File: config.mk
export PLATFORM = sky130hd
export DESIGN_NAME = uart_rx
export DESIGN_NICKNAME = d
export VERILOG_FILES = /design/src/rtl/uart_pkg.sv /design/src/rtl/rx_fifo.sv /design/src/rtl/uart_rx.sv
export SDC_FILE = /design/constraint.sdc
export NUM_CORES = 1
export LEC_CHECK = 0
export ABC_CLOCK_PERIOD_IN_PS = 4500
export BUFFER_PORTS_ARGS = -buffer_cell sky130_fd_sc_hd__buf_2
export CAP_MARGIN = 5
export CORE_MARGIN = 4
export CORE_UTILIZATION = 40
export CTS_CLUSTER_SIZE = 8
export DETAILED_ROUTE_END_ITERATION = 8
export GPL_ROUTABILITY_DRIVEN = 0
export GPL_TIMING_DRIVEN = 0
export HOLD_SLACK_MARGIN = 0.12
export MAX_ROUTING_LAYER = met4
export PLACE_DENSITY_LB_ADDON = 0.25
export SLEW_MARGIN = 10
export SYNTH_ARGS = -nofsm -noshare
export SYNTH_HDL_FRONTEND = slang
export SYNTH_SLANG_ARGS = --single-unit
File: constraint.sdc
create_clock -name clk -period 4.5 [get_ports clk]
set_clock_uncertainty 0.15 [all_clocks]
set_input_delay 0.45 -clock clk [delete_from_list [all_inputs] [get_ports clk]]
set_output_delay 0.45 -clock clk [all_outputs]
set_load 0.005 [all_outputs]
File: src/rtl/uart_pkg.sv
// Shared UART constants and the receiver FSM state type.
package uart_pkg;

  localparam int DEFAULT_DELAY_FRAMES = 234;
  localparam int FRAME_BITS           = 8;

  typedef enum logic [2:0] {
    IDLE      = 3'd0,
    START     = 3'd1,
    DATA      = 3'd2,
    STOP      = 3'd3,
    WAIT_HIGH = 3'd4
  } rxState_t;

endpackage

File: src/rtl/rx_fifo.sv
// Show-ahead FIFO: head visible combinationally, new head the cycle after a pop.
// A push into a full FIFO is dropped unless a pop happens in the same cycle.
module rx_fifo #(
  parameter int WIDTH = 8,
  parameter int DEPTH = 4
) (
  input  logic             clk,
  input  logic             rstN,
  input  logic             push,
  input  logic [WIDTH-1:0] pushData,
  input  logic             pop,
  output logic [WIDTH-1:0] popData,
  output logic             full,
  output logic             empty
);

  localparam int AW = $clog2(DEPTH);

  logic [AW:0]      wrPtr;
  logic [AW:0]      rdPtr;
  logic [WIDTH-1:0] mem [DEPTH];
  logic             doPush;
  logic             doPop;

  assign empty   = (wrPtr == rdPtr);
  assign full    = (wrPtr[AW] != rdPtr[AW]) && (wrPtr[AW-1:0] == rdPtr[AW-1:0]);
  assign doPop   = pop && !empty;
  // When full, a concurrent pop frees the very slot the push lands in.
  assign doPush  = push && (!full || doPop);
  assign popData = mem[rdPtr[AW-1:0]];

  always_ff @(posedge clk or negedge rstN) begin
    if (!rstN) begin
      wrPtr <= '0;
      rdPtr <= '0;
      for (int i = 0; i < DEPTH; i++) mem[i] <= '0;
    end else begin
      if (doPush) begin
        mem[wrPtr[AW-1:0]] <= pushData;
        wrPtr              <= wrPtr + 1'b1;
      end
      if (doPop) rdPtr <= rdPtr + 1'b1;
    end
  end

endmodule

File: src/rtl/uart_rx.sv
// 8N1 UART receiver: mid-bit sampling, byte pushed ~9.5 bit times after the start edge.
// Bytes leave through a valid/ready FIFO; the FSM never stalls, full FIFO drops and flags overflow.
module uart_rx
  import uart_pkg::*;
#(
  parameter int DELAY_FRAMES = DEFAULT_DELAY_FRAMES,
  parameter int FIFO_DEPTH   = 4
) (
  input  logic                  clk,
  input  logic                  rstN,
  input  logic                  uartRx,
  output logic [FRAME_BITS-1:0] rxData,
  output logic                  rxValid,
  input  logic                  rxReady,
  output logic                  frameError,
  output logic                  overflow,
  input  logic                  errClear
);

  localparam int CW = $clog2(DELAY_FRAMES);

  logic                  rxMeta;
  logic                  rxS;
  rxState_t              state;
  rxState_t              stateNext;
  logic [CW-1:0]         bitCnt;
  logic [2:0]            bitIdx;
  logic [FRAME_BITS-1:0] shiftReg;
  logic                  halfDone;
  logic                  bitDone;
  logic                  cntClear;
  logic                  sampleBit;
  logic                  push;
  logic                  frameErrSet;
  logic                  pop;
  logic                  fifoFull;
  logic                  fifoEmpty;

  always_ff @(posedge clk or negedge rstN) begin
    if (!rstN) begin
      rxMeta <= 1'b1;
      rxS    <= 1'b1;
    end else begin
      rxMeta <= uartRx;
      rxS    <= rxMeta;
    end
  end

  assign halfDone = (bitCnt == CW'(DELAY_FRAMES / 2 - 1));
  assign bitDone  = (bitCnt == CW'(DELAY_FRAMES - 1));

  always_ff @(posedge clk or negedge rstN) begin
    if (!rstN) state <= IDLE;
    else       state <= stateNext;
  end

  always_comb begin
    stateNext = state;
    case (state)
      IDLE:      if (!rxS) stateNext = START;
      START:     if (halfDone) stateNext = rxS ? IDLE : DATA;
      DATA:      if (bitDone && bitIdx == 3'd7) stateNext = STOP;
      STOP:      if (bitDone) stateNext = rxS ? IDLE : WAIT_HIGH;
      WAIT_HIGH: if (rxS) stateNext = IDLE;
      default:   stateNext = IDLE;
    endcase
  end

  always_comb begin
    cntClear    = 1'b0;
    sampleBit   = 1'b0;
    push        = 1'b0;
    frameErrSet = 1'b0;
    case (state)
      IDLE:      cntClear = 1'b1;
      START:     cntClear = halfDone;
      DATA: begin
        cntClear  = bitDone;
        sampleBit = bitDone;
      end
      STOP: begin
        cntClear    = bitDone;
        push        = bitDone && rxS;
        frameErrSet = bitDone && !rxS;
      end
      default:   cntClear = 1'b1;
    endcase
  end

  always_ff @(posedge clk or negedge rstN) begin
    if (!rstN) begin
      bitCnt   <= '0;
      bitIdx   <= '0;
      shiftReg <= '0;
    end else begin
      bitCnt <= cntClear ? '0 : bitCnt + 1'b1;
      if (state != DATA) begin
        bitIdx <= '0;
      end else if (sampleBit) begin
        shiftReg[bitIdx] <= rxS;
        bitIdx           <= bitIdx + 1'b1;
      end
    end
  end

  assign pop = rxReady && rxValid;

  // A set event in the same cycle as errClear keeps the flag set.
  always_ff @(posedge clk or negedge rstN) begin
    if (!rstN) begin
      frameError <= 1'b0;
      overflow   <= 1'b0;
    end else begin
      frameError <= frameErrSet || (frameError && !errClear);
      overflow   <= (push && fifoFull && !pop) || (overflow && !errClear);
    end
  end

  rx_fifo #(
    .WIDTH(FRAME_BITS),
    .DEPTH(FIFO_DEPTH)
  ) uFifo (
    .clk     (clk),
    .rstN    (rstN),
    .push    (push),
    .pushData(shiftReg),
    .pop     (pop),
    .popData (rxData),
    .full    (fifoFull),
    .empty   (fifoEmpty)
  );

  assign rxValid = !fifoEmpty;

endmodule

==> impl_metrics.py, run 1 <==
metrics = {
    "min_path": {
        "hp-class": "input port to flip-flop",
        "holdPathStages": 2,
    },
    "clocking": {
        "cts_root_buffer": "clkbuf_8",
        "cts-htree-levels": 3,
        "cts.sinks": 64,
        "cts_resized": 0,
        "cts_buffer_depth": 2,
        "cts_buffers": 9,
        "worstSkewPairLatency_ps": 330,
        "cts_tree": "yes",
        "clk_pin_slew_worst_paths_ps": 70,
    },
    "die": {
        "ioPinCount": 16,
        "dieHeight_um": 95.08,
        "num_rows": 31,
        "core_um2": 7292,
        "dieArea_um2": 9039,
        "die_x_um": 95.08,
        "start_util_pct": 41.59,
    },
    "worst_setup_path": {
        "cpMostUsedCell": "buf_2",
        "worst_r2r_path_depth": 7,
        "worstSetupPathType": "flip-flop to primary output",
        "cp_slowest_cell": "mux4_2",
        "slowest_delay_ps": 550,
        "crit_path_max_fanout": 10,
        "crit_path_end_kind": "primary output",
        "cp.required_ps": 3900,
        "cp_cell_sequence": "buf_2, mux4_2, buf_2",
        "cp.arrival_ps": 1660,
        "start_kind": "flip-flop",
    },
    "synthesis": {
        "yosys_warnings": 0,
        "synth-edff-count": 0,
        "yosys.area.top_type": "dfrtp_1",
        "synth_cell_types": 37,
        "synth_nets": 243,
        "synth.area.top_cells": "dfrtp_1 (51%), mux2_2 (16%), mux4_2 (5.9%), ha_1 (4.1%), xnor2_1 (3.2%)",
        "synth_top_area_share_pct": 51.16,
        "avgSynthCellArea_um2": 13.30,
        "synthCells": 228,
        "synthArstFlopShare_pct": 100.0,
        "synth_ff_type": "dfrtp_1",
        "synth_seq_cells": 64,
        "yosysSeqAreaShare_pct": 52.89,
        "synthesis.area_um2": 3033,
    },
    "detailed_routing": {
        "routed_wl_um": 5310,
        "viasPerCell": 5.083,
        "vias": 1835,
        "initialDrtViolationCount": 37,
        "wl_per_cell_um": 14.71,
        "firstDrtPassIters": 4,
        "drc": 0,
        "antenna_left": 0,
    },
    "power": {
        "p_int_w": 0.0009084,
        "power_density_nw_per_um2": 324.9,
        "max-vdd-ir-drop_v": 0.0001662,
        "power_frac_comb_pct": 1.7,
        "cellLeakagePower_nw": 1.631,
        "pwr-share-clk_pct": 47.6,
        "switching_power_w": 0.0002298,
        "switching_share_pct": 20.19,
        "power_frac_seq_pct": 50.7,
    },
    "finish": {
        "synthToLayoutAreaGrowth_pct": 15.51,
        "diodes": 0,
        "layout.nets": 272,
        "layout-drive-gt1-share_pct": 38.55,
        "layout_common_cells": "dfrtp_1 (62), mux2_2 (42), buf_2 (16)",
        "final_cells": 361,
        "fin_util_pct": 48.04,
        "final_common_cell": "dfrtp_1",
    },
    "run": {
        "cap_violations": 0,
    },
    "global_routing": {
        "grt_start_max_net_pins": 65,
        "grt_pass1_wl_um": 9225,
        "antenna_found_initial": 0,
        "gr-total-overflow": 0,
        "grt.total_usage_pct": 14.01,
        "grt_pass1_vias": 1873,
    },
    "timing": {
        "maxSlewViolCount": 0,
        "period_needed_ps": 2259,
        "hold_viol": 0,
        "period_share_pct": 50.21,
        "setup_viol": 0,
        "slew_headroom_pct": 55.62,
        "rsz0062_at_grt": "false",
        "fmax_ghz": 0.4426,
        "worst_pin_slew_ps": 659.6,
        "tns_ps": 0,
    },
    "outcome": {
        "outcome": "finished clean",
    },
    "placement": {
        "dp.cells": 343,
        "place_hpwl_um": 3429,
        "port_buffers": 15,
    },
}
==> worst max-delay path: cells and delay by family (launching register included) <==
kind | cells | cell delay [ps]
flops | 1 | 340
mux | 1 | 550
buf+inv | 2 | 430
==> cells by family after synthesis <==
kind of cell | Yosys count | share of synthesized area (%)
AOI/OAI and AO/OA | 11 | 2.063
xor gates and xnor gates | 14 | 4.043
adders and majority gates | 10 | 4.125
buffers and inverters | 15 | 2.558
DFF | 64 | 52.89
muxes | 50 | 21.53
and+or+nand+nor | 64 | 12.79
==> Yosys cell counts, types with 3 or more instances <==
cell	n
xnor2_1	11
dfrtp_1	62
mux2_2	42
a21oi_1	4
inv_1	8
nor3_1	3
nor2_1	15
nand4b_1	3
nand3b_1	4
nand2_1	14
nand3_2	4
xor2_1	3
mux4_2	8
ha_1	10
nand3_1	7
==> stage by stage <==
stage	power, W	worst slack (ps)	hold slack [ps]	cell area [um2]
after floorplan	0.0005893	2433	4.409	3033
after global placement	0.0006037	2305	196.7	3232
after detailed placement	0.0006070	2276	198.2	3262
after CTS	0.001161	2202	158.6	3503
after global routing	0.001189	2107	160.9	3503
final	0.001138	2241	181.5	3503
==> path summary, 6_finish.rpt <==
kind | start | endpoint | slack (ps)
worst max-delay path | uFifo.rdPtr[1] | rxData[1] | 2240
min in group asynchronous | rstN | uFifo.mem[24] | 520
max in group asynchronous | rstN | rxMeta | 3370
worst min register to register | rxMeta | rxS | 210
worst min-delay path | errClear | overflow | 180
worst max register to register | bitCnt[1] | uFifo.mem[7] | 2250
==> power by group through the flow <==
stage               Sequential, W  Combinational [W]  Clock (W)
floorplan                0.000588         0.00000117          0
global placement         0.000588          0.0000156          0
detailed placement       0.000588          0.0000189          0
CTS                      0.000577          0.0000203   0.000563
global route             0.000577          0.0000224   0.000589
finish                   0.000577          0.0000190   0.000542
==> what timing repair did <==
action / 4_1_cts / 5_1_grt
setup buffers: 0 / 0
hold buffers: 2 / 0
endpoints found under the hold margin: 63 / 0
==> layer usage <==
metal  track usage [%]  wire (um)  share of wire [%]  up-vias
li1                  -          -                  -      874
met1             16.68       2492                 47      913
met2             21.69       2449                 46       32
met3             4.262        208                3.9       16
met4             6.731        160                3.0        0
met5                 -          0                  0        -
==> flip-flops by register name, indices dropped and copies added (netlist names), 3 cells and up <==
signal,flops
state,3
bitCnt,8
uFifo.rdPtr,3
uFifo.wrPtr,3
bitIdx,3
shiftReg,8
uFifo.mem,32
==> final cells by class <==
class,count,area [um2]
Buffer,7,47.55
Clock buffer,11,141.4
Clock inverter,5,80.08
Fill cell,683,3789
Inverter,8,30.03
Multi-Input combinational cell,149,1351
Sequential cell,64,1604
Tap cell,99,123.9
Timing Repair Buffer,18,125.1
Power figures use the tool's default switching activity.
==> inputs of run 2 (changes only) <==
ABC_CLOCK_PERIOD_IN_PS = 2250   (was 4500)
clock period = 2.25 ns   (was 4.5 ns; I/O delays follow)
==> impl_metrics.py, run 2 (same netlist as run 1, synthesis figures left out) <==
metrics = {
    "outcome": {
        "outcome": "finished clean",
    },
    "global_routing": {
        "grt_pass1_wl_um": 9273,
        "grt_start_max_net_pins": 65,
        "grt_pass1_vias": 1891,
        "grt.total_usage_pct": 14.08,
        "gr-total-overflow": 0,
        "antenna_found_initial": 0,
    },
    "power": {
        "switching_share_pct": 20.34,
        "power_frac_comb_pct": 1.8,
        "pwr-share-clk_pct": 47.6,
        "p_total_w": 0.002284,
        "power_frac_seq_pct": 50.6,
        "switching_power_w": 0.0004645,
        "cellLeakagePower_nw": 1.652,
        "power_density_nw_per_um2": 637.9,
        "max-vdd-ir-drop_v": 0.0003312,
        "p_int_w": 0.001819,
    },
    "finish": {
        "regMostFlops": "uFifo.mem",
        "regArea_um2": 1605,
        "layout-drive-gt1-share_pct": 39.85,
        "multi_input_area_um2": 1388,
        "layout_common_cells": "dfrtp_1 (61), mux2_2 (42), buf_2 (16)",
        "largest_reg_flops": 32,
        "nFillCells": 676,
        "layout.nets": 276,
        "largestRegisters": "uFifo.mem: 32 flops, bitCnt: 8 flops, shiftReg: 8 flops",
        "final_common_cell": "dfrtp_1",
        "diodes": 0,
        "synthToLayoutAreaGrowth_pct": 18.03,
        "final_cells": 365,
    },
    "timing": {
        "setup_viol": 0,
        "maxSlewViolCount": 0,
        "worst_pin_slew_ps": 431.3,
        "hold_viol": 0,
        "fmax_ghz": 0.4628,
        "holdWs_ps": 212.5,
        "period_needed_ps": 2161,
        "slew_headroom_pct": 71.24,
        "period_share_pct": 96.04,
        "setup_slack_ps": 89.18,
        "tns_ps": 0,
    },
    "clocking": {
        "cts.sinks": 64,
        "cts_root_buffer": "clkbuf_8",
        "cts_buffer_depth": 2,
        "cts_tree": "yes",
        "worstSkewPairLatency_ps": 340,
        "clk_pin_slew_worst_paths_ps": 70,
        "cts_buffers": 9,
        "cts-htree-levels": 3,
    },
    "worst_setup_path": {
        "rrSetupSlack_ps": 90,
        "cp.required_ps": 2320,
        "critPathLaunch": "bitCnt[1]",
        "crit_path_end_kind": "flip-flop",
        "cp_slowest_cell": "or4_4",
        "reg2reg_to": "shiftReg[3]",
        "start_kind": "flip-flop",
        "worstSetupPathType": "flip-flop to flip-flop",
        "cp.arrival_ps": 2230,
        "endpoint": "shiftReg[3]",
        "cp_cell_sequence": "inv_1, ha_1, nand3b_1, or4_4, nor3b_2, mux2_2",
        "worst_r2r_path_depth": 6,
        "worst-path-buf-inv": 1,
        "slowest_delay_ps": 600,
        "cp_num_cells": 6,
        "path_delay_family": "simple AND/OR/NAND/NOR gates",
        "crit_path_max_fanout": 4,
        "r2r_start": "bitCnt[1]",
    },
    "die": {
        "start_util_pct": 41.59,
        "dieArea_um2": 9039,
        "core_um2": 7292,
        "die_x_um": 95.08,
        "dieHeight_um": 95.08,
        "ioPinCount": 16,
        "num_rows": 31,
    },
    "placement": {
        "dp_worst_setup_slack_ps": 26.49,
        "dp.cells": 343,
        "place_hpwl_um": 3429,
        "port_buffers": 15,
    },
    "run": {
        "cap_violations": 0,
    },
    "detailed_routing": {
        "initialDrtViolationCount": 22,
        "firstDrtPassIters": 4,
        "wl_per_cell_um": 14.73,
        "viasPerCell": 5.068,
        "drc": 0,
        "antenna_left": 0,
        "routed_wl_um": 5375,
        "vias": 1850,
    },
    "min_path": {
        "hp-class": "flip-flop to flip-flop",
    },
}
run 2: cell types whose count changed in the layout (fill, tap and decap cells not counted), sizes merged:
cell and change:
buf +2, dlygate4sd3 +2
run 2: cell type report:
class,instances,area share [%]
plain buffers,6,1.223
clock buffers,11,3.950
clock inverters,5,2.237
inverters,8,0.8389
multi-input cells,149,38.76
flip-flops and latches,64,44.84
well taps,99,3.460
repair buffers,23,4.684
run 2: through the flow:
step | util, % | cell area (um2)
2_1_floorplan | - | 3033
3_3_place_gp | 44.32 | 3232
3_5_place_dp | 44.73 | 3262
4_1_cts | 48.32 | 3523
5_1_grt | 49.09 | 3580
6_report | 49.09 | 3580
run 2: repair_timing:
action                                  CTS  global route
endpoints found under the setup margin    0            39
setup buffers                             0             3
hold endpoints to repair                 70             0
hold buffers                              4             0
gates resized for setup                   0             6
run 2: worst min-delay path by stage:
stage / start / endpoint / slack, ps / cells after the start
after floorplan: rstN / bitCnt[0] / -220 / 0
after global placement: uartRx / rxMeta / 180 / 1
after detailed placement: rstN / uFifo.mem[24] / 100 / 2
after CTS: rxMeta / rxS / 220 / 0
after global routing: rxMeta / rxS / 220 / 0
final: rxMeta / rxS / 210 / 0
run 2: power groups by stage:
stage               Combinational, W  Clock (W)  Sequential, W
floorplan                 0.00000233          0        0.00118
global placement           0.0000312          0        0.00118
detailed placement         0.0000379          0        0.00118
CTS                        0.0000433    0.00113        0.00115
global route               0.0000478    0.00118        0.00115
finish                     0.0000411    0.00109        0.00115
run 2: per-layer routing:
| metal | up-vias | GRT usage (%) | wire length, um | share of wire (%) |
|---|---|---|---|---|
| met5 | - | - | 0 | 0 |
| met4 | 0 | 6.731 | 138 | 2.6 |
| met3 | 14 | 4.262 | 172 | 3.2 |
| met2 | 23 | 21.98 | 2492 | 46 |
| met1 | 928 | 16.62 | 2572 | 48 |
| li1 | 885 | - | - | - |
==> inputs of run 3 (changes only) <==
ABC_AREA = 1   (was not set)
SYNTH_HIERARCHICAL = 1   (was not set)
==> impl_metrics.py, run 3 <==
metrics = {
    "outcome": {
        "outcome": "finished clean",
    },
    "clocking": {
        "cts-htree-levels": 3,
        "cts_tree": "yes",
        "worstSkewPairLatency_ps": 340,
        "clk_pin_slew_worst_paths_ps": 70,
        "cts_buffer_depth": 2,
        "cts.sinks": 64,
        "cts_root_buffer": "clkbuf_8",
        "cts_buffers": 9,
    },
    "timing": {
        "hold_viol": 0,
        "worst_pin_slew_ps": 485.4,
        "maxSlewViolCount": 0,
        "setup_viol": 0,
        "period_needed_ps": 2131,
        "slew_headroom_pct": 67.64,
        "fmax_ghz": 0.4692,
        "setup_slack_ps": 118.9,
        "period_share_pct": 94.72,
    },
    "global_routing": {
        "grt_pass1_wl_um": 13140,
        "gr-total-overflow": 0,
        "grt.total_usage_pct": 16.75,
        "antenna_found_initial": 0,
        "grt_pass1_vias": 2700,
        "grt_start_max_net_pins": 64,
    },
    "finish": {
        "nFillCells": 840,
        "final_cells": 556,
        "layout-drive-gt1-share_pct": 16.85,
        "layout.nets": 461,
        "final_common_cell": "nand2_1",
        "diodes": 0,
        "postLayoutCellArea_um2": 3940,
        "regMostFlops": "uFifo/mem",
        "synthToLayoutAreaGrowth_pct": 15.81,
        "multi_input_area_um2": 1544,
        "largestRegisters": "uFifo/mem: 32 flops, bitCnt: 8 flops, shiftReg: 8 flops",
        "regArea_um2": 1604,
        "largest_reg_flops": 32,
        "layout_common_cells": "nand2_1 (128), dfrtp_1 (62), nand4_1 (47)",
    },
    "power": {
        "switching_share_pct": 23.59,
        "p_int_w": 0.001596,
        "switching_power_w": 0.0004925,
        "pwr-share-clk_pct": 42.5,
        "power_frac_seq_pct": 55.3,
        "power_frac_comb_pct": 2.3,
        "cellLeakagePower_nw": 2.081,
        "power_density_nw_per_um2": 530.0,
        "max-vdd-ir-drop_v": 0.0002863,
    },
    "synthesis": {
        "synth.area.top_cells": "dfrtp_1 (46%), nand2_1 (14%), nand4_1 (8.6%), nor2_1 (4.0%), ha_1 (3.7%)",
        "avgSynthCellArea_um2": 8.298,
        "synthTopCellsByCount": "nand2_1 (128), dfrtp_1 (62), nand4_1 (47), nor2_1 (36), inv_1 (29)",
        "yosys.area.top_type": "dfrtp_1",
        "synth_top_area_share_pct": 45.61,
        "yosys_warnings": 6,
        "synth_cell_types": 35,
        "synth_ff_type": "dfrtp_1",
        "synthCells": 410,
        "yosysSeqAreaShare_pct": 47.15,
        "synth-edff-count": 0,
        "synthesis.area_um2": 3402,
        "yosys.cell_count.top_type": "nand2_1",
        "synth_seq_cells": 64,
        "synth_nets": 425,
        "synthArstFlopShare_pct": 100.0,
    },
    "detailed_routing": {
        "antenna_left": 0,
        "viasPerCell": 5.124,
        "routed_wl_um": 7714,
        "initialDrtViolationCount": 102,
        "firstDrtPassIters": 4,
        "drc": 0,
        "vias": 2849,
        "wl_per_cell_um": 13.87,
    },
    "worst_setup_path": {
        "slowest_delay_ps": 400,
        "cp_cell_sequence": "inv_1, ha_1, nand2_1, nor2_4, nand2_4, nor3_4, buf_4, clkbuf_4, nand4_1, nand2_1",
        "crit_path_max_fanout": 10,
        "start_kind": "flip-flop",
        "worstSetupPathType": "flip-flop to flip-flop",
        "rrSetupSlack_ps": 120,
        "crit_path_end_kind": "flip-flop",
        "cp.required_ps": 2390,
        "r2r_start": "bitCnt[1]",
        "cp_slowest_cell": "dfrtp_1",
        "worst_r2r_path_depth": 10,
        "cp.arrival_ps": 2270,
        "reg2reg_to": "uFifo/mem[10]",
        "cpMostUsedCell": "nand2_1",
    },
    "placement": {
        "place_hpwl_um": 5207,
        "port_buffers": 15,
        "dp_worst_setup_slack_ps": -410.9,
        "dpl-instance-area_um2": 3638,
        "dp.cells": 531,
    },
    "die": {
        "dieHeight_um": 100.2,
        "die_x_um": 100.2,
        "core_um2": 8258,
        "num_rows": 33,
        "ioPinCount": 16,
        "dieArea_um2": 10040,
        "start_util_pct": 41.20,
    },
    "min_path": {
        "min_from": "rxMeta",
        "holdPathEnd": "rxS",
        "hp-class": "flip-flop to flip-flop",
        "holdPathStages": 0,
    },
    "run": {
        "cap_violations": 0,
    },
}
## run 3: kinds of logic after synthesis
family,after synthesis,share of synthesized area [%]
AO/OA/AOI/OAI,32,5.149
XOR/XNOR,6,1.766
buffers and inverters,52,8.311
adder cells (fa/ha/maj),10,3.678
flip-flops,64,47.15
AND/OR/NAND/NOR,246,33.95
## run 3: metrics by stage
| step | TNS (ps) | utilization, % | total power [W] | hold slack, ps |
|---|---|---|---|---|
| 3_3_place_gp | -9870 | 43.70 | 0.001211 | 181.8 |
| 4_1_cts | 0 | 46.98 | 0.002119 | 204.7 |
| 6_report | 0 | 47.71 | 0.002088 | 201.8 |
| 5_1_grt | -8.718 | 47.71 | 0.002176 | 202.1 |
| 3_5_place_dp | -12220 | 44.06 | 0.001218 | -126.5 |
| 2_1_floorplan | 0 | - | 0.001183 | -220.6 |
## run 3: per-layer routing
| layer | global-route usage (%) | up-vias | wire [um] |
|---|---|---|---|
| met4 | 4.456 | 0 | 87 |
| met2 | 26.40 | 31 | 3787 |
| met1 | 21.40 | 1368 | 3595 |
| met5 | - | - | 0 |
| met3 | 4.517 | 11 | 244 |
| li1 | - | 1439 | - |
## run 3: layout make-up
type                       instances  area share, %
timing repair buffer              25          4.700
tap                              105          3.334
clock buffer                      11          3.588
buffer                            20          4.509
multi-input combinational        294          39.19
sequential                        64          40.71
inverter                          32          3.144
clock inverter                     5         0.8257
## run 3: power groups by stage
stage / clock network [W] / registers, W / logic [W]
floorplan: 0 / 0.00118 / 0.00000650
global placement: 0 / 0.00118 / 0.0000347
global route: 0.000968 / 0.00115 / 0.0000547
CTS: 0.000917 / 0.00115 / 0.0000489
finish: 0.000887 / 0.00115 / 0.0000470
detailed placement: 0 / 0.00118 / 0.0000419
## run 3: worst max-delay path by stage
stage | start | end | cells past startpoint
after detailed placement | bitCnt[1] | uFifo/mem[0] | 10
after floorplan | bitCnt[1] | uFifo/mem[25] | 10
after CTS | uFifo/rdPtr[1] | uFifo/mem[21] | 11
after global placement | bitCnt[1] | uFifo/mem[0] | 10
final | bitCnt[1] | uFifo/mem[10] | 10
after global routing | bitCnt[1] | uFifo/mem[13] | 10
## run 3: worst max-delay path, delay by kind of cell, from the launching register on
kind	cells	cell delay, ps
adders and majority gates	1	140
and+or+nand+nor	6	830
DFF	1	400
buffers and inverters	3	550
## run 3: timing repair
| item | in CTS | in global routing |
|---|---|---|
| pin swaps | 0 | 2 |
| hold endpoints to repair | 69 | 0 |
| gates resized for setup | 4 | 15 |
| setup buffers | 0 | 4 |
| hold buffers | 5 | 0 |
| setup endpoints to repair | 35 | 43 |
